<file path="src/rtl/uart_pkg.sv">
`default_nettype none
// ============================================================================
// Module      : uart_pkg
// Description : Shared constants, FSM state encoding and helper functions
//               for the UART receive path (and the TX path that will reuse
//               the FIFO).
// Contents    : PAR_NONE/PAR_ODD/PAR_EVEN parity-mode codes,
//               rx_state_e receiver FSM states,
//               f_parity()   expected parity bit for a character,
//               f_majority() 2-of-3 vote used for bit sampling.
// Revision    : 1.0 - initial release
// ============================================================================
package uart_pkg;

  // Parity-mode codes; these match the numeric C_PARITY parameter values.
  localparam logic [1:0] PAR_NONE = 2'd0;
  localparam logic [1:0] PAR_ODD  = 2'd1;
  localparam logic [1:0] PAR_EVEN = 2'd2;

  // Widest character the receiver supports.
  localparam int MAX_DATA_BITS = 9;

  typedef enum logic [2:0] {
    ST_IDLE      = 3'd0,
    ST_START     = 3'd1,
    ST_DATA      = 3'd2,
    ST_PARITY    = 3'd3,
    ST_STOP      = 3'd4,
    ST_PUSH      = 3'd5,
    ST_WAIT_IDLE = 3'd6
  } rx_state_e;

  // Expected parity bit. Callers zero-extend narrower characters, which does
  // not change the XOR reduction.
  function automatic logic f_parity(input logic [MAX_DATA_BITS-1:0] data,
                                    input logic [1:0]               mode);
    logic p;
    p = ^data;
    return (mode == PAR_ODD) ? ~p : p;
  endfunction

  function automatic logic f_majority(input logic a, input logic b, input logic c);
    return (a & b) | (a & c) | (b & c);
  endfunction

endpackage
`default_nettype wire

</file>
<file path="src/rtl/uart_sync_fifo.sv">
`default_nettype none
// ============================================================================
// Module      : uart_sync_fifo
// Description : Single-clock first-word-fall-through FIFO. The head entry is
//               presented combinationally whenever the FIFO is non-empty.
//               A push into a full FIFO is accepted only when a pop happens
//               in the same cycle; a pop from an empty FIFO is ignored.
// Ports       : clk_i    clock
//               rst_i    synchronous active-high reset (clears pointers)
//               push_i   write request, wdata_i written when accepted
//               pop_i    read request, head removed when non-empty
//               rdata_o  head entry (zero while empty)
//               full_o   occupancy == depth
//               empty_o  occupancy == 0
//               count_o  occupancy, 0..depth
// Revision    : 1.0 - initial release
// ============================================================================
module uart_sync_fifo #(
  parameter int WIDTH = 10,
  parameter int AW    = 4
) (
  input  logic             clk_i,
  input  logic             rst_i,
  input  logic             push_i,
  input  logic [WIDTH-1:0] wdata_i,
  input  logic             pop_i,
  output logic [WIDTH-1:0] rdata_o,
  output logic             full_o,
  output logic             empty_o,
  output logic [AW:0]      count_o
);

  localparam int DEPTH = 2 ** AW;

  logic [WIDTH-1:0] mem_q [DEPTH];
  logic [AW:0]      wr_ptr_q;
  logic [AW:0]      wr_ptr_d;
  logic [AW:0]      rd_ptr_q;
  logic [AW:0]      rd_ptr_d;
  logic             pop_ok;
  logic             push_ok;

  // Pointers carry one extra wrap bit so full and empty are distinguishable.
  assign empty_o = (wr_ptr_q == rd_ptr_q);
  assign full_o  = (wr_ptr_q[AW] != rd_ptr_q[AW]) &&
                   (wr_ptr_q[AW-1:0] == rd_ptr_q[AW-1:0]);
  assign count_o = wr_ptr_q - rd_ptr_q;

  assign pop_ok  = pop_i && !empty_o;
  // A simultaneous pop frees the slot the push needs.
  assign push_ok = push_i && (!full_o || pop_ok);

  // Gated so the head reads as zero after reset and while empty.
  assign rdata_o = empty_o ? '0 : mem_q[rd_ptr_q[AW-1:0]];

  always_comb begin
    wr_ptr_d = wr_ptr_q;
    rd_ptr_d = rd_ptr_q;
    if (push_ok) wr_ptr_d = wr_ptr_q + 1'b1;
    if (pop_ok)  rd_ptr_d = rd_ptr_q + 1'b1;
  end

  always_ff @(posedge clk_i) begin
    if (rst_i) begin
      wr_ptr_q <= '0;
      rd_ptr_q <= '0;
    end else begin
      wr_ptr_q <= wr_ptr_d;
      rd_ptr_q <= rd_ptr_d;
    end
  end

  // Storage needs no reset: it is only observable through a valid pointer.
  always_ff @(posedge clk_i) begin
    if (push_ok) mem_q[wr_ptr_q[AW-1:0]] <= wdata_i;
  end

endmodule
`default_nettype wire

</file>
<file path="src/rtl/uart_rx_fifo.sv">
`default_nettype none
// ============================================================================
// Module      : uart_rx_fifo
// Description : Parametrised UART receiver with 3-sample majority voting,
//               optional parity, 1 or 2 stop bits, per-character error flags,
//               break detection and a receive FIFO with sticky overflow.
// Ports       : CLK_100M  system clock
//               IO_RESET  synchronous active-high reset
//               UART_RXD  asynchronous serial input, idle high
//               RX_DATA   FIFO head character, LSB received first
//               RX_PERR   parity error flag of the head entry
//               RX_FERR   framing error flag of the head entry
//               RX_VLD    FIFO non-empty
//               RX_RDY    consumer pop (effective when RX_VLD)
//               RX_OVF    sticky overflow flag
//               OVF_CLR   clears RX_OVF (a same-cycle overflow wins)
//               RX_BREAK  one-cycle pulse on break detect
//               FIFO_CNT  FIFO occupancy
// Revision    : 1.0 - initial release
// ============================================================================
module uart_rx_fifo
  import uart_pkg::*;
#(
  parameter int unsigned C_BIT_CNT   = 12'h364,
  parameter int          C_DATA_BITS = 8,
  parameter int          C_PARITY    = 0,
  parameter int          C_STOP_BITS = 1,
  parameter int          C_FIFO_AW   = 4
) (
  input  logic                   CLK_100M,
  input  logic                   IO_RESET,
  input  logic                   UART_RXD,
  output logic [C_DATA_BITS-1:0] RX_DATA,
  output logic                   RX_PERR,
  output logic                   RX_FERR,
  output logic                   RX_VLD,
  input  logic                   RX_RDY,
  output logic                   RX_OVF,
  input  logic                   OVF_CLR,
  output logic                   RX_BREAK,
  output logic [C_FIFO_AW:0]     FIFO_CNT
);

  localparam int         C_ENTRY_W   = C_DATA_BITS + 2;
  localparam logic [1:0] C_PAR_MODE  = 2'(C_PARITY);
  localparam bit         C_HAS_PAR   = (C_PAR_MODE != PAR_NONE);
  localparam logic [11:0] C_HALF     = 12'(C_BIT_CNT / 2);
  localparam logic [11:0] C_HALF_M1  = C_HALF - 12'd1;
  localparam logic [11:0] C_HALF_P1  = C_HALF + 12'd1;
  localparam logic [11:0] C_LAST     = 12'(C_BIT_CNT - 1);
  localparam logic [3:0]  C_LAST_BIT = 4'(C_DATA_BITS - 1);
  localparam logic        C_LAST_STP = 1'(C_STOP_BITS - 1);

  // --------------------------------------------------------------------------
  // Input synchronizer plus one edge-detect stage. Everything presets to the
  // idle level so reset never manufactures a start edge.
  // --------------------------------------------------------------------------
  logic sync1_q;
  logic sync2_q;
  logic edge_q;
  logic line;
  logic start_edge;

  always_ff @(posedge CLK_100M) begin
    if (IO_RESET) begin
      sync1_q <= 1'b1;
      sync2_q <= 1'b1;
      edge_q  <= 1'b1;
    end else begin
      sync1_q <= UART_RXD;
      sync2_q <= sync1_q;
      edge_q  <= sync2_q;
    end
  end

  assign line       = sync2_q;
  assign start_edge = edge_q & ~sync2_q;

  // --------------------------------------------------------------------------
  // Receiver FSM with bit timer and sample registers
  // --------------------------------------------------------------------------
  rx_state_e              state_q, state_d;
  logic [11:0]            tmr_q, tmr_d;
  logic [1:0]             samp_q, samp_d;
  logic [3:0]             bit_q, bit_d;
  logic                   stop_q, stop_d;
  logic [C_DATA_BITS-1:0] data_q, data_d;
  logic                   perr_q, perr_d;
  logic                   ferr_q, ferr_d;
  logic                   par_q, par_d;

  logic                   at_h1;
  logic                   at_end;
  logic                   maj;
  logic                   is_break;
  logic                   push;
  logic [MAX_DATA_BITS-1:0] data_ext;

  assign at_h1    = (tmr_q == C_HALF_P1);
  assign at_end   = (tmr_q == C_LAST);
  // Third vote is the live sample at H+1, so the result is usable this cycle.
  assign maj      = f_majority(samp_q[0], samp_q[1], line);
  assign data_ext = MAX_DATA_BITS'(data_q);
  // A received parity bit of 1 means the line was not held low throughout.
  assign is_break = (data_q == '0) && ferr_q && (!C_HAS_PAR || !par_q);

  always_comb begin
    state_d  = state_q;
    tmr_d    = tmr_q + 12'd1;
    samp_d   = samp_q;
    bit_d    = bit_q;
    stop_d   = stop_q;
    data_d   = data_q;
    perr_d   = perr_q;
    ferr_d   = ferr_q;
    par_d    = par_q;
    push     = 1'b0;
    RX_BREAK = 1'b0;

    if (tmr_q == C_HALF_M1) samp_d[0] = line;
    if (tmr_q == C_HALF)    samp_d[1] = line;

    case (state_q)
      ST_IDLE: begin
        tmr_d = '0;
        if (start_edge) begin
          state_d = ST_START;
          bit_d   = '0;
          stop_d  = 1'b0;
          perr_d  = 1'b0;
          ferr_d  = 1'b0;
          par_d   = 1'b0;
        end
      end

      ST_START: begin
        if (at_h1 && maj) begin
          // Line back high mid-bit: glitch, not a start bit.
          state_d = ST_IDLE;
          tmr_d   = '0;
        end else if (at_end) begin
          state_d = ST_DATA;
          tmr_d   = '0;
        end
      end

      ST_DATA: begin
        if (at_h1) data_d = {maj, data_q[C_DATA_BITS-1:1]};
        if (at_end) begin
          tmr_d = '0;
          if (bit_q == C_LAST_BIT) begin
            state_d = C_HAS_PAR ? ST_PARITY : ST_STOP;
          end else begin
            bit_d = bit_q + 4'd1;
          end
        end
      end

      ST_PARITY: begin
        if (at_h1) begin
          par_d  = maj;
          perr_d = (maj != f_parity(data_ext, C_PAR_MODE));
        end
        if (at_end) begin
          state_d = ST_STOP;
          tmr_d   = '0;
        end
      end

      ST_STOP: begin
        if (at_h1) begin
          if (!maj) ferr_d = 1'b1;
          // The last stop bit is decided at its sample point so that a
          // back-to-back start edge is not missed.
          if (stop_q == C_LAST_STP) begin
            state_d = ST_PUSH;
            tmr_d   = '0;
          end
        end else if (at_end) begin
          tmr_d  = '0;
          stop_d = 1'b1;
        end
      end

      ST_PUSH: begin
        tmr_d = '0;
        if (is_break) RX_BREAK = 1'b1;
        else          push     = 1'b1;
        state_d = ferr_q ? ST_WAIT_IDLE : ST_IDLE;
      end

      ST_WAIT_IDLE: begin
        // Timer doubles as a count of consecutive high cycles.
        if (!line) begin
          tmr_d = '0;
        end else if (at_end) begin
          state_d = ST_IDLE;
          tmr_d   = '0;
        end
      end

      default: begin
        state_d = ST_IDLE;
        tmr_d   = '0;
      end
    endcase
  end

  always_ff @(posedge CLK_100M) begin
    if (IO_RESET) begin
      state_q <= ST_IDLE;
      tmr_q   <= '0;
      samp_q  <= 2'b11;
      bit_q   <= '0;
      stop_q  <= 1'b0;
      data_q  <= '0;
      perr_q  <= 1'b0;
      ferr_q  <= 1'b0;
      par_q   <= 1'b0;
    end else begin
      state_q <= state_d;
      tmr_q   <= tmr_d;
      samp_q  <= samp_d;
      bit_q   <= bit_d;
      stop_q  <= stop_d;
      data_q  <= data_d;
      perr_q  <= perr_d;
      ferr_q  <= ferr_d;
      par_q   <= par_d;
    end
  end

  // --------------------------------------------------------------------------
  // Receive FIFO and overflow tracking
  // --------------------------------------------------------------------------
  logic [C_ENTRY_W-1:0] fifo_rdata;
  logic                 fifo_full;
  logic                 fifo_empty;
  logic                 pop;
  logic                 drop;
  logic                 ovf_q;

  assign pop  = RX_RDY && !fifo_empty;
  assign drop = push && fifo_full && !pop;

  uart_sync_fifo #(
    .WIDTH (C_ENTRY_W),
    .AW    (C_FIFO_AW)
  ) u_fifo (
    .clk_i   (CLK_100M),
    .rst_i   (IO_RESET),
    .push_i  (push),
    .wdata_i ({perr_q, ferr_q, data_q}),
    .pop_i   (RX_RDY),
    .rdata_o (fifo_rdata),
    .full_o  (fifo_full),
    .empty_o (fifo_empty),
    .count_o (FIFO_CNT)
  );

  always_ff @(posedge CLK_100M) begin
    if (IO_RESET)     ovf_q <= 1'b0;
    else if (drop)    ovf_q <= 1'b1;
    else if (OVF_CLR) ovf_q <= 1'b0;
  end

  assign RX_VLD  = !fifo_empty;
  assign RX_OVF  = ovf_q;
  assign RX_PERR = fifo_rdata[C_ENTRY_W-1];
  assign RX_FERR = fifo_rdata[C_ENTRY_W-2];
  assign RX_DATA = fifo_rdata[C_DATA_BITS-1:0];

endmodule
`default_nettype wire

</file>
<file path="config.mk">
export PLATFORM = sky130hd
export DESIGN_NAME = uart_rx_fifo
export DESIGN_NICKNAME = d
export VERILOG_FILES = /design/src/rtl/uart_pkg.sv /design/src/rtl/uart_sync_fifo.sv /design/src/rtl/uart_rx_fifo.sv
export SDC_FILE = /design/constraint.sdc
export NUM_CORES = 1
export LEC_CHECK = 0
export ABC_AREA = 1
export BUFFER_PORTS_ARGS = -buffer_cell sky130_fd_sc_hd__buf_2
export CAP_MARGIN = 20
export CORE_ASPECT_RATIO = 0.9
export CORE_MARGIN = 3
export CORE_UTILIZATION = 65
export CTS_BUF_LIST = sky130_fd_sc_hd__clkbuf_2
export CTS_CLUSTER_DIAMETER = 40
export DETAILED_ROUTE_END_ITERATION = 10
export PLACE_DENSITY = 0.82
export SYNTH_ARGS = -nofsm -noshare
export SYNTH_HDL_FRONTEND = slang
export SYNTH_SLANG_ARGS = --single-unit
</file>
<file path="constraint.sdc">
create_clock -name CLK_100M -period 2.69 [get_ports CLK_100M]
set_input_delay 0.269 -clock CLK_100M [delete_from_list [all_inputs] [get_ports CLK_100M]]
set_output_delay 0.269 -clock CLK_100M [all_outputs]
set_load 0.01 [all_outputs]
</file>
; ---- Yosys cells after proc, flatten, opt, wreduce, memory -nomap -nowiden
; Memories as Yosys holds them, arrays and structs flattened. A register that Yosys moved wholly into a read port is not among the register bits.
; Index checks and enable logic that the tools add are counted.
[classes]
add_sub_neg = 5
n_eq_ne = 29
muxes = 42
n_bitwise = 7
n_reduce_logical = 25
[op_table]
columns = cell, n
row1 = $mux W12, 5
row2 = $pmux W12 S4, 1
row3 = $eq A12 B9 Y1 const B, 3
row4 = $mux W3, 11
row5 = $ne A2 B2 Y1 const B, 13
row6 = $pmux W3 S7, 1
row7 = $mux W4, 5
row8 = $mux W1, 14
row9 = $add A12 B1 Y12 const B, 1
row10 = $eq A12 B10 Y1 const B, 1
row11 = $reduce_and A4 Y1, 3
row12 = $add A5 B1 Y5 const B, 2
row13 = $mux W10, 1
row14 = $eq A3 B3 Y1 const B, 3
row15 = $reduce_and A9 Y1, 1
row16 = $reduce_xor A9 Y1, 1
row17 = $logic_not A8 Y1, 1
row18 = $pmux W4 S2, 1
row19 = $reduce_bool A2 Y1, 4
row20 = $logic_and A1 B1 Y1, 7
row21 = $eq A3 B2 Y1 const B, 2
row22 = $pmux W1 S2, 3
row23 = $eq A5 B5 Y1, 1
row24 = $sub A5 B5 Y5, 1
row25 = 15 further kinds, 22
[word_totals]
reg_bits = 46
ram_bits = 160
inputBits = 5
output_inout_bits = 18
wordCells = 124
memories = 1
[memory_table]
columns = name, depth, width, read_ports, rd_ports_with_merged_regs, wr, line
row1 = u_fifo.mem_q, 16, 10, 1, 1, 1, uart_sync_fifo.sv:35  ; logic [WIDTH-1:0] mem_q [DEPTH];

; ---- Longest topological paths before layout
; Gate-level depths: netlist of the first run.
[depth]
word_depth = 7
ltp_mapped = 11

; ---- Cells and area by module
; A second synthesis of the first run with hierarchy kept.
[unflattened]
hier_cells = 931
area_unflattened_um2 = 9262.6
[by_module_without_submodules]
columns = mod, n_inst, cells_each, area_per_inst_um2, seq_area_each_um2
row1 = uart_sync_fifo, 1, 650, 7307.0, 5084.9
row2 = uart_rx_fifo, 1, 281, 1955.6, 720.7

; ---- Worst setup path after synthesis of the first run
; OpenSTA, ideal clock, no wires.
[synth_timing]
path_type = register to register
start = reg data_q[6]
end = mem u_fifo.mem_q[4][0], enable pin
setup_time_ns = 0.376
arrival_time_ns = 1.965
required_ns = 2.314
path_slack_ns = 0.349
stages_incl_launch_ff = 11
n_path_buf = 0
cell_sequence = dfxtp_1 inv_1 ha_1 nand2_1 nor2_1 and3_1 nor2_1 nand2_2 inv_2 nand2_1 nor2_1
[synth_between]
elab_chain_cells = 7
[synth_lines]
columns = element, line
row1 = start: declaration, uart_rx_fifo.sv:87  ; logic [C_DATA_BITS-1:0] data_q, data_d;
row2 = start signal: assignment, uart_rx_fifo.sv:226  ; data_q <= data_d;
row3 = $logic_not A8 Y1, uart_rx_fifo.sv:105  ; assign is_break = (data_q == '0) && ferr_q && (!C_HAS_PAR || !par_q);
row4 = $logic_and A1 B1 Y1, uart_rx_fifo.sv:105
row5 = $mux W1, uart_rx_fifo.sv:187  ; if (is_break) RX_BREAK = 1'b1;
row6 = $mux W1, uart_rx_fifo.sv:123  ; case (state_q)
row7 = $logic_and A1 B1 Y1, uart_sync_fifo.sv:51  ; assign push_ok = push_i && (!full_o || pop_ok);
row8 = $mux W1, uart_sync_fifo.sv:75  ; if (push_ok) mem_q[wr_ptr_q[AW-1:0]] <= wdata_i;
row9 = $mux W1 (not written as such), uart_sync_fifo.sv:75
row10 = end: declaration, uart_sync_fifo.sv:35
; No other way between the ends.

==> results.sh, run 1 <==
export IMPL_maxSlewHeadroom_pct=36.3
export IMPL_dp_slack_ns=0.142
export IMPL_num_rows=40
export IMPL_holdWs_ns=0.352
export IMPL_port_buffers=22
export IMPL_drt_wirelength_per_cell_um=22.6
export IMPL_antenna_cells=0
export IMPL_cp_max_fo=15
export IMPL_hold_viol_final=0
export IMPL_clock_sinks=210
export IMPL_ys_types=37
export IMPL_yosys_warnings=0
export IMPL_finalClockSkew_ns=0.130
export IMPL_fp_dieArea_mm2=0.0155
export IMPL_wirelength_um=25300
export IMPL_fmax_ghz=0.353
export IMPL_cp_arrival_ns=2.56
export IMPL_violations="negative setup slack"
export IMPL_end_kind="output port"
export IMPL_seqPwrFrac_pct=37.0
export IMPL_r2r_setup_slack_ns=0.04
export IMPL_area_growth_pct=18.2
export IMPL_ioPinCount=23
export IMPL_ys_seq_area_share_pct=63.7
export IMPL_internal_power_mw=6.16
export IMPL_crit_required_ns=2.42
export IMPL_tns_ns=-0.459
export IMPL_vias=7160
export IMPL_drive_gt1_share_pct=26.9
export IMPL_powerDensity_mw_per_mm2=917
export IMPL_nNetsFinal=933
export IMPL_synth_cells=822
export IMPL_dr_pass1_iters=6
export IMPL_cts_tree="built"
export IMPL_p_switching_mw=3.70
export IMPL_clkTransAtPathRegs_ns=0.11
export IMPL_cts_max_path_buffers=3
export IMPL_drcViolationCount=0
export IMPL_layout_min_cycle_time_ns=2.83
export IMPL_min_period_over_period_pct=105
export IMPL_worst_slack_ns=-0.139
export IMPL_sw_frac_of_total_pct=37.5
export IMPL_grt_total_usage_pct=30.6
export IMPL_leakage_nw=3.83
export IMPL_start_kind="flip-flop"
export IMPL_antenna_found_initial=0
export IMPL_hpwl_um=14200
export IMPL_syn_num_nets=845
export IMPL_final_antenna_net_count=0
export IMPL_h_tree_depth=2
export IMPL_p_clk_share_pct=22.8
export IMPL_comb_power_share_pct=40.3
export IMPL_start_util_pct=67.4
export IMPL_cap_violations=0
export IMPL_vias_per_cell=6.39
export IMPL_ys_ff_latch=210
export IMPL_fp_coreArea_mm2=0.0135
export IMPL_grt_pass1_vias=6727
export IMPL_grt_max_degree=81
export IMPL_die_x_um=131
export IMPL_outcome="finished, violations left"
export IMPL_ir_drop_v=0.000666
export IMPL_grt_pass1_wl_um=36400
export IMPL_syn_cell_area_mm2=0.00911
export IMPL_worstMarginPinSlew_ns=0.952
export IMPL_slew_viol_final=0
export IMPL_finalSetupViolCount=8
export IMPL_path_class="flip-flop to output port"
export IMPL_avgSynthCellArea_um2=11.1
export IMPL_place_congestion=0.904
export IMPL_cts_buffers=51
export IMPL_hold_path_class="primary input to flip-flop"
export IMPL_chipHeight_um=118
export IMPL_grt_overflow=0
export IMPL_cts_root_buffer="clkbuf_2"
export IMPL_dr_first_iter_drc_count=1200
export IMPL_clock_latency_ns=0.86
export IMPL_rsz0062_at_grt="yes"
-- worst max-delay path, stage by stage, from the launching register on --
cell	delay, ns
dfxtp_4	0.37
buf_6	0.13
clkinv_8	0.08
buf_16	0.15
o21bai_1	0.08
o221ai_1	0.26
nand3_1	0.24
a21oi_1	0.22
buf_2	0.16
-- cells by family (layout without fill, tap and decap cells) --
kind of cell | after synthesis | in the layout | share of synthesized area (%)
DFF | 210 | 210 | 63.7
adders and majority gates | 18 | 18 | 2.56
buffers and inverters | 105 | 235 | 4.53
and+or+nand+nor | 285 | 285 | 14.2
xor gates and xnor gates | 22 | 22 | 2.12
AOI/OAI and AO/OA | 182 | 182 | 12.9
-- metal layers --
metal	routed length (um)	track usage [%]	share of wire [%]	up-vias
met4	998	10.5	3.9	0
met1	9270	42.8	37	3358
met3	2960	7.91	12	89
met2	12100	46.8	48	579
li1	-	-	-	3134
met5	0	0	0	-
-- cells in the mapped netlist --
| cell | number | area [um2] |
|---|---|---|
| nand4_1 | 8 | 50.1 |
| nand2_4 | 1 | 11.3 |
| o221ai_1 | 40 | 350 |
| dfxtp_1 | 50 | 1000 |
| o31ai_1 | 1 | 7.51 |
| and3_1 | 1 | 6.26 |
| o21bai_1 | 40 | 300 |
| xnor2_1 | 7 | 61.3 |
| nor3_4 | 1 | 16.3 |
| ha_1 | 17 | 213 |
| nor3_2 | 2 | 20.0 |
| a21oi_1 | 42 | 210 |
| o21ai_0 | 54 | 270 |
| buf_4 | 1 | 7.51 |
| o21ai_2 | 1 | 8.76 |
| nor2_4 | 4 | 45.0 |
| buf_6 | 1 | 11.3 |
| nor3_1 | 3 | 15.0 |
| a211oi_1 | 1 | 7.51 |
| fa_1 | 1 | 20.0 |
| clkbuf_1 | 27 | 101 |
| buf_2 | 6 | 30.0 |
| nand2_2 | 7 | 43.8 |
| buf_1 | 2 | 7.51 |
| o21ai_1 | 2 | 10.0 |
| xor2_1 | 15 | 131 |
| nand2_1 | 69 | 259 |
| inv_1 | 60 | 225 |
| inv_2 | 7 | 26.3 |
| nand3_2 | 2 | 20.0 |
| clkinv_1 | 1 | 3.75 |
| nand3_1 | 47 | 235 |
| edfxtp_1 | 160 | 4800 |
| nor2_1 | 123 | 462 |
| or2_2 | 2 | 12.5 |
| nor2_2 | 15 | 93.8 |
| a31o_2 | 1 | 8.76 |
-- layout make-up --
cell class	count	area [um2]
inverter	68	272
clock buffer	77	385
multi-input combinational	507	3160
tap	168	210
clock inverter	18	121
timing repair buffer	71	785
timing repair inverter	1	7.51
sequential	210	5820
fill	793	2750
-- flip-flops by register name, summed over array words and instances, names as in the netlist, named ones only --
name,cells
RX_OVF,1
bit_q,4
data_q,8
edge_q,1
ferr_q,1
line,1
perr_q,1
samp_q,2
state_q,3
stop_q,1
sync1_q,1
tmr_q,12
u_fifo.mem_q,160
u_fifo.rd_ptr_q,5
u_fifo.wr_ptr_q,5
-- power groups by stage --
stage	clock, mW	sequential (mW)	combinational [mW]
global route	2.47	3.66	4.22
global placement	0	3.72	2.59
CTS	2.23	3.65	3.14
floorplan	0	3.65	1.97
detailed placement	0	3.72	2.67
finish	2.25	3.65	3.97
-- metrics by stage --
step	utilization [%]	cell area (um2)	power, mW	cells
floorplan	-	9110	5.63	822
global placement	69.9	9450	6.31	993
detailed placement	69.9	9450	6.40	993
CTS	76.0	10300	9.02	1103
global route	79.6	10800	10.3	1120
finish	79.6	10800	9.86	1120
-- layout by cell type (no fill, tap or decap), drive strengths merged, types with 2 or more instances in the layout --
cell type,count
buf,58
o221ai,40
nand4,8
ha,17
o21ai,57
clkbuf,84
nor2,142
nor3,6
xor2,15
nand2,77
inv,66
a21oi,42
clkinvlp,2
clkinv,17
xnor2,7
dfxtp,50
bufinv,2
edfxtp,160
o21bai,40
nand3,49
dlygate4sd3,6
or2,2
-- what timing repair did --
action | CTS | global route
endpoints found under the hold margin | 19 | 0
endpoints found under the setup margin | 12 | 133
hold buffers | 6 | 0
setup buffers | 6 | 9
pin swaps | 5 | 18
gates resized for setup | 28 | 58
gates cloned | 3 | 8
-- worst paths after layout --
kind	from	to	cells past startpoint
max	flip-flop	RX_DATA[7]	8
min	IO_RESET	u_fifo.wr_ptr_q[2]	3
max reg2reg	u_fifo.rd_ptr_q[3]	u_fifo.mem_q[11][9]	9
min reg2reg	sync1_q	line	1
No activity file was read; power rests on OpenSTA's default activity.
==> inputs of run 2 (changes only) <==
--- a/config.mk
+++ b/config.mk
@@ -10,11 +10,12 @@
 export CAP_MARGIN = 20
 export CORE_ASPECT_RATIO = 0.9
 export CORE_MARGIN = 3
-export CORE_UTILIZATION = 65
+export CORE_UTILIZATION = 60
 export CTS_BUF_LIST = sky130_fd_sc_hd__clkbuf_2
 export CTS_CLUSTER_DIAMETER = 40
 export DETAILED_ROUTE_END_ITERATION = 10
-export PLACE_DENSITY = 0.82
+export PLACE_DENSITY = 0.77
 export SYNTH_ARGS = -nofsm -noshare
 export SYNTH_HDL_FRONTEND = slang
+export SYNTH_HIERARCHICAL = 1
 export SYNTH_SLANG_ARGS = --single-unit
==> constraint.sdc (replaced) <==
create_clock -name CLK_100M -period 2.9 [get_ports CLK_100M]
set_input_delay 0.29 -clock CLK_100M [delete_from_list [all_inputs] [get_ports CLK_100M]]
set_output_delay 0.29 -clock CLK_100M [all_outputs]
set_load 0.01 [all_outputs]
==> run 2 against run 1 <==
Net effect: clock skew decreased by 0.051 ns; global-route usage down 5.1 points; synthesized cell count grew 13%; first-iteration DRC count fell by 26%; final area down 3.1%; critical path type unchanged; critical path depth rose by 1; the flow now finishes without violations; hold slack improved by 0.067 ns; die area is 9.7% higher; power down 15%; sequential power is 6.0% lower; worst setup slack better by 0.22 ns.
==> results.sh, run 2 <==
export IMPL_finalClockSkew_ns=0.0797
export IMPL_largest_register_ffs=160
export IMPL_nFillCells=1152
export IMPL_ioPinCount=23
export IMPL_dp_cells=1146
export IMPL_grt_max_degree=81
export IMPL_p_clk_share_pct=24.3
export IMPL_synthArstFlopShare_pct=0
export IMPL_clock_latency_ns=0.81
export IMPL_leakage_nw=4.13
export IMPL_grt_overflow=0
export IMPL_vias=7041
export IMPL_start_util_pct=62.1
export IMPL_outcome="finished, final reports clean"
export IMPL_internal_power_mw=5.18
export IMPL_syn_num_nets=954
export IMPL_cts_buffers=51
export IMPL_crit_required_ns=2.61
export IMPL_fp_coreArea_mm2=0.0149
export IMPL_drcViolationCount=0
export IMPL_r2r_setup_slack_ns=0.48
export IMPL_dp_slack_ns=0.578
export IMPL_cap_violations=0
export IMPL_worst_slack_ns=0.0778
export IMPL_avgSynthCellArea_um2=9.95
export IMPL_chipHeight_um=124
export IMPL_ys_ff_latch=210
export IMPL_synth_top_cells_by_count="270 x nand2_1, 160 x edfxtp_1, 151 x nand3_1"
export IMPL_synth_main_ff_cell="edfxtp_1"
export IMPL_r2r_end="RX_OVF"
export IMPL_num_rows=42
export IMPL_grt_total_usage_pct=25.5
export IMPL_fp_dieArea_mm2=0.0170
export IMPL_p_switching_mw=3.16
export IMPL_cts_root_buffer="clkbuf_2"
export IMPL_cp_arrival_ns=2.53
export IMPL_worstMarginPinSlew_ns=0.763
export IMPL_total_power_mw=8.34
export IMPL_synth_most_common_cell="nand2_1"
export IMPL_fmax_ghz=0.354
export IMPL_hold_viol_final=0
export IMPL_worstSetupStartpoint="u_fifo/rd_ptr_q[3]"
export IMPL_port_buffers=22
export IMPL_holdWs_ns=0.419
export IMPL_finalInstanceArea_mm2=0.0104
export IMPL_seqPwrFrac_pct=41.2
export IMPL_grt_pass1_vias=6532
export IMPL_ys_types=38
export IMPL_antenna_found_initial=1
export IMPL_critPathCapture="RX_FERR"
export IMPL_clock_sinks=210
export IMPL_wirelength_um=21900
export IMPL_drive_gt1_share_pct=18.0
export IMPL_hold_path_class="flip-flop to flip-flop"
export IMPL_rr_worst_depth=11
export IMPL_synth_edf_count=160
export IMPL_dpl_cell_area_mm2=0.00967
export IMPL_synth_top_area_share_pct=51.9
export IMPL_maxSlewHeadroom_pct=49.1
export IMPL_min_delay_start="sync1_q"
export IMPL_dr_pass1_iters=5
export IMPL_drt_wirelength_per_cell_um=17.4
export IMPL_ys_seq_area_share_pct=62.7
export IMPL_layoutNonFillerInstCount=1256
export IMPL_synth_cells=931
export IMPL_clkTransAtPathRegs_ns=0.10
export IMPL_die_x_um=137
export IMPL_place_congestion=0.927
export IMPL_start_kind="flip-flop"
export IMPL_final_antenna_net_count=0
export IMPL_path_class="flip-flop to output port"
export IMPL_yosys_warnings=6
export IMPL_synth_top_cell_by_area="edfxtp_1"
export IMPL_syn_cell_area_mm2=0.00926
export IMPL_layout_min_cycle_time_ns=2.82
export IMPL_end_kind="output port"
export IMPL_grt_pass1_wl_um=32800
export IMPL_layout_commonest_cell="nand2_1"
export IMPL_ir_drop_v=0.000625
export IMPL_comb_power_share_pct=34.6
export IMPL_area_growth_pct=12.6
export IMPL_dr_first_iter_drc_count=893
export IMPL_slew_viol_final=0
export IMPL_hpwl_um=13100
export IMPL_min_period_over_period_pct=97.3
export IMPL_h_tree_depth=2
export IMPL_vias_per_cell=5.61
export IMPL_final_util_pct=69.9
export IMPL_tns_ns=0
export IMPL_cts_max_path_buffers=3
export IMPL_nNetsFinal=1035
export IMPL_layout_common_cells="269 x nand2_1, 160 x edfxtp_1, 151 x nand3_1"
export IMPL_r2r_start="u_fifo/rd_ptr_q[3]"
export IMPL_sw_frac_of_total_pct=37.9
export IMPL_powerDensity_mw_per_mm2=800
export IMPL_cp_max_fo=6
export IMPL_synthTopCellsByArea="edfxtp_1 52%, nand2_1 11%, dfxtp_1 11%"
export IMPL_finalSetupViolCount=0
export IMPL_cts_tree="built"
==> run 2: worst max-delay path: stages, from the launching register on <==
cell,delay [ns]
dfxtp_1,0.34
inv_1,0.09
ha_1,0.36
nand2_1,0.12
nor2_1,0.07
nand2_2,0.17
clkinvlp_4,0.14
buf_12,0.15
a21oi_4,0.14
buf_2,0.15
==> run 2: layout make-up <==
class	count	area (um2)	area share [%]
tap	198	248	2.38
clock inverter	17	119	1.14
antenna	5	12.5	0.120
sequential	210	5820	55.8
clock buffer	77	385	3.70
timing repair inverter	1	7.51	0.0720
multi-input combinational	624	3060	29.4
timing repair buffer	64	531	5.09
inverter	60	244	2.34
==> run 2: logic make-up (layout without fill, tap and decap cells) <==
kind of cell	Yosys count	in the layout	synth area share, %
other cells	0	5	0
simple gates	521	521	24.6
buf+inv	97	219	4.63
compound gates	64	64	3.54
fa+ha+maj	18	18	2.51
flops	210	210	62.7
xor+xnor	21	21	2.07
==> run 2: power by group through the flow <==
stage	Clock [mW]	Sequential (mW)	Combinational, mW
4_1_cts	2.07	3.41	2.61
5_1_grt	2.24	3.45	3.17
2_1_floorplan	0	3.45	1.91
6_report	2.02	3.43	2.88
3_3_place_gp	0	3.47	2.48
3_5_place_dp	0	3.47	2.52
==> run 2: worst min path at each step <==
stage	end	cells after the start
after floorplan	u_fifo/rd_ptr_q[4]	1
after global placement	line	1
after detailed placement	line	1
after CTS	bit_q[3]	3
after global routing	u_fifo/wr_ptr_q[3]	3
final	line	1
==> run 2: routing by layer <==
| layer | global-route usage, % | share of wire [%] |
|---|---|---|
| met3 | 6.30 | 9.6 |
| met5 | 0 | 0 |
| met2 | 41.2 | 49 |
| met1 | 33.4 | 40 |
| met4 | 10.0 | 2.2 |
==> run 2: repair_timing <==
action / in CTS / in global routing
gates resized for setup: 8 / 18
setup buffers: 0 / 1
cloned: 1 / 2
hold buffers: 7 / 0
endpoints found under the hold margin: 22 / 0
endpoints found under the setup margin: 11 / 11
==> inputs of run 3 (changes only) <==
--- a/config.mk
+++ b/config.mk
@@ -10,11 +10,11 @@
 export CAP_MARGIN = 20
 export CORE_ASPECT_RATIO = 0.9
 export CORE_MARGIN = 3
-export CORE_UTILIZATION = 60
+export CORE_UTILIZATION = 45
 export CTS_BUF_LIST = sky130_fd_sc_hd__clkbuf_2
 export CTS_CLUSTER_DIAMETER = 40
 export DETAILED_ROUTE_END_ITERATION = 10
-export PLACE_DENSITY = 0.77
+export PLACE_DENSITY = 0.61
 export SYNTH_ARGS = -nofsm -noshare
 export SYNTH_HDL_FRONTEND = slang
 export SYNTH_HIERARCHICAL = 1
==> constraint.sdc (replaced) <==
create_clock -name CLK_100M -period 3.47 [get_ports CLK_100M]
set_input_delay 0.347 -clock CLK_100M [delete_from_list [all_inputs] [get_ports CLK_100M]]
set_output_delay 0.347 -clock CLK_100M [all_outputs]
set_load 0.01 [all_outputs]
==> run 3 against run 2 <==
Net effect: register-to-register slack improved by 0.29 ns; sequential power decreased by 17%; critical path depth unchanged; clock skew decreased by 0.032 ns; power decreased by 16%; combinational power decreased by 26%; clock power about the same; global-route usage decreased by 6.2 points; non-clock buffer count decreased by 6; largest cell class unchanged; core utilization decreased by 18 points; via count decreased by 5.4%; final area decreased by 0.11%; critical endpoint is now RX_DATA[6].
==> results.sh, run 3 (same netlist as run 2, synthesis figures left out) <==
export IMPL_start_kind="flip-flop"
export IMPL_cp_arrival_ns=2.85
export IMPL_grt_pass1_vias=6420
export IMPL_worstMarginPinSlew_ns=0.881
export IMPL_multi_input_area_mm2=0.00303
export IMPL_layout_min_cycle_time_ns=3.20
export IMPL_clkTransAtPathRegs_ns=0.10
export IMPL_layoutNonFillerInstCount=1311
export IMPL_fp_coreArea_mm2=0.0201
export IMPL_grt_overflow=0
export IMPL_dr_first_iter_drc_count=371
export IMPL_die_x_um=157
export IMPL_finalClockSkew_ns=0.0473
export IMPL_hpwl_um=13000
export IMPL_end_kind="output port"
export IMPL_fp_dieArea_mm2=0.0223
export IMPL_outcome="finished, final reports clean"
export IMPL_grt_max_degree=81
export IMPL_ir_drop_v=0.000395
export IMPL_grt_pass1_wl_um=33900
export IMPL_h_tree_depth=2
export IMPL_num_rows=49
export IMPL_rr_worst_depth=9
export IMPL_ioPinCount=23
export IMPL_path_class="flip-flop to output port"
export IMPL_cts_tree="built"
export IMPL_rsz0062_at_grt="no"
export IMPL_antenna_found_initial=0
export IMPL_powerDensity_mw_per_mm2=675
export IMPL_drive_gt1_share_pct=15.8
export IMPL_port_buffers=22
export IMPL_wirelength_um=20900
export IMPL_holdWs_ns=0.417
export IMPL_hold_viol_final=0
export IMPL_antenna_cells=0
export IMPL_r2r_end="u_fifo/mem_q[13][0]"
export IMPL_nFillCells=1853
export IMPL_clock_latency_ns=0.78
export IMPL_grt_total_usage_pct=19.3
export IMPL_leakage_nw=4.11
export IMPL_tns_ns=0
export IMPL_total_power_mw=7.03
export IMPL_r2r_start="data_q[2]"
export IMPL_dp_slack_ns=0.793
export IMPL_largest_register_ffs=160
export IMPL_hold_path_class="flip-flop to flip-flop"
export IMPL_vias_per_cell=5.08
export IMPL_crit_required_ns=3.12
export IMPL_cts_buffers=55
export IMPL_cts_max_path_buffers=3
export IMPL_r2r_setup_slack_ns=0.77
export IMPL_layout_common_cells="270 x nand2_1, 160 x edfxtp_1, 151 x nand3_1"
export IMPL_cap_violations=0
export IMPL_dp_cells=1201
export IMPL_vias=6664
export IMPL_dr_pass1_iters=5
export IMPL_clock_sinks=210
export IMPL_nNetsFinal=1032
export IMPL_hold_depth=1
export IMPL_fmax_ghz=0.312
export IMPL_cp_max_fo=40
export IMPL_place_congestion=0.917
export IMPL_cts_resized=0
export IMPL_drcViolationCount=0
export IMPL_final_antenna_net_count=0
export IMPL_worst_slack_ns=0.269
export IMPL_area_growth_pct=12.5
export IMPL_cts_setup_buffers=0
export IMPL_slew_viol_final=0
export IMPL_maxSlewHeadroom_pct=41.3
export IMPL_seq_area_mm2=0.00581
export IMPL_layout_commonest_cell="nand2_1"
export IMPL_drt_wirelength_per_cell_um=15.9
export IMPL_critPathCapture="RX_DATA[6]"
export IMPL_min_period_over_period_pct=92.3
export IMPL_chipHeight_um=142
export IMPL_start_util_pct=46.1
export IMPL_finalSetupViolCount=0
export IMPL_cts_hold_buf=6
export IMPL_cts_root_buffer="clkbuf_2"
run 3: worst max-delay path, cell delays in order (launching register included):
cell and delay, ns:
dfxtp_2 0.36, clkinv_2 0.47, buf_4 0.44, nand2_1 0.08, nand3_1 0.10, nand3_1 0.18
nand2_1 0.13, nand2_1 0.09, a21oi_1 0.07, buf_2 0.16
run 3: worst min path at each step:
stage | start | slack, ns | to
final | sync1_q | 0.42 | line
after global routing | IO_RESET | 0.44 | u_fifo/wr_ptr_q[2]
after CTS | IO_RESET | 0.39 | state_q[0]
after detailed placement | sync1_q | 0.40 | line
after global placement | sync1_q | 0.39 | line
after floorplan | sync1_q | 0.39 | line
run 3: metal layers:
metal / global-route usage (%) / vias up / wire, um
met5: 0 / - / 0
met2: 27.5 / 189 / 8770
met1: 29.1 / 3093 / 10200
met4: 7.21 / 0 / 595
li1: - / 3337 / -
met3: 4.07 / 45 / 1290
run 3: through the flow:
step | util [%] | area, um2
2_1_floorplan | - | 9260
4_1_cts | 51.8 | 10400
5_1_grt | 51.8 | 10400
3_3_place_gp | 48.3 | 9720
6_report | 51.8 | 10400
3_5_place_dp | 48.3 | 9720
run 3: power by group:
group	internal [mW]	switching, mW
Sequential	2.77	0.0841
Clock	1.02	1.02
Combinational	0.672	1.47
Total	4.46	2.57
run 3: cell type report:
cell class                      instances  area share [%]
Sequential cell                       210            55.7
Multi-Input combinational cell        624            29.1
Timing Repair Buffer                   58            3.80
Clock buffer                           70            3.36
Tap cell                              255            3.06
Clock inverter                         34            2.76
Inverter                               60            2.20
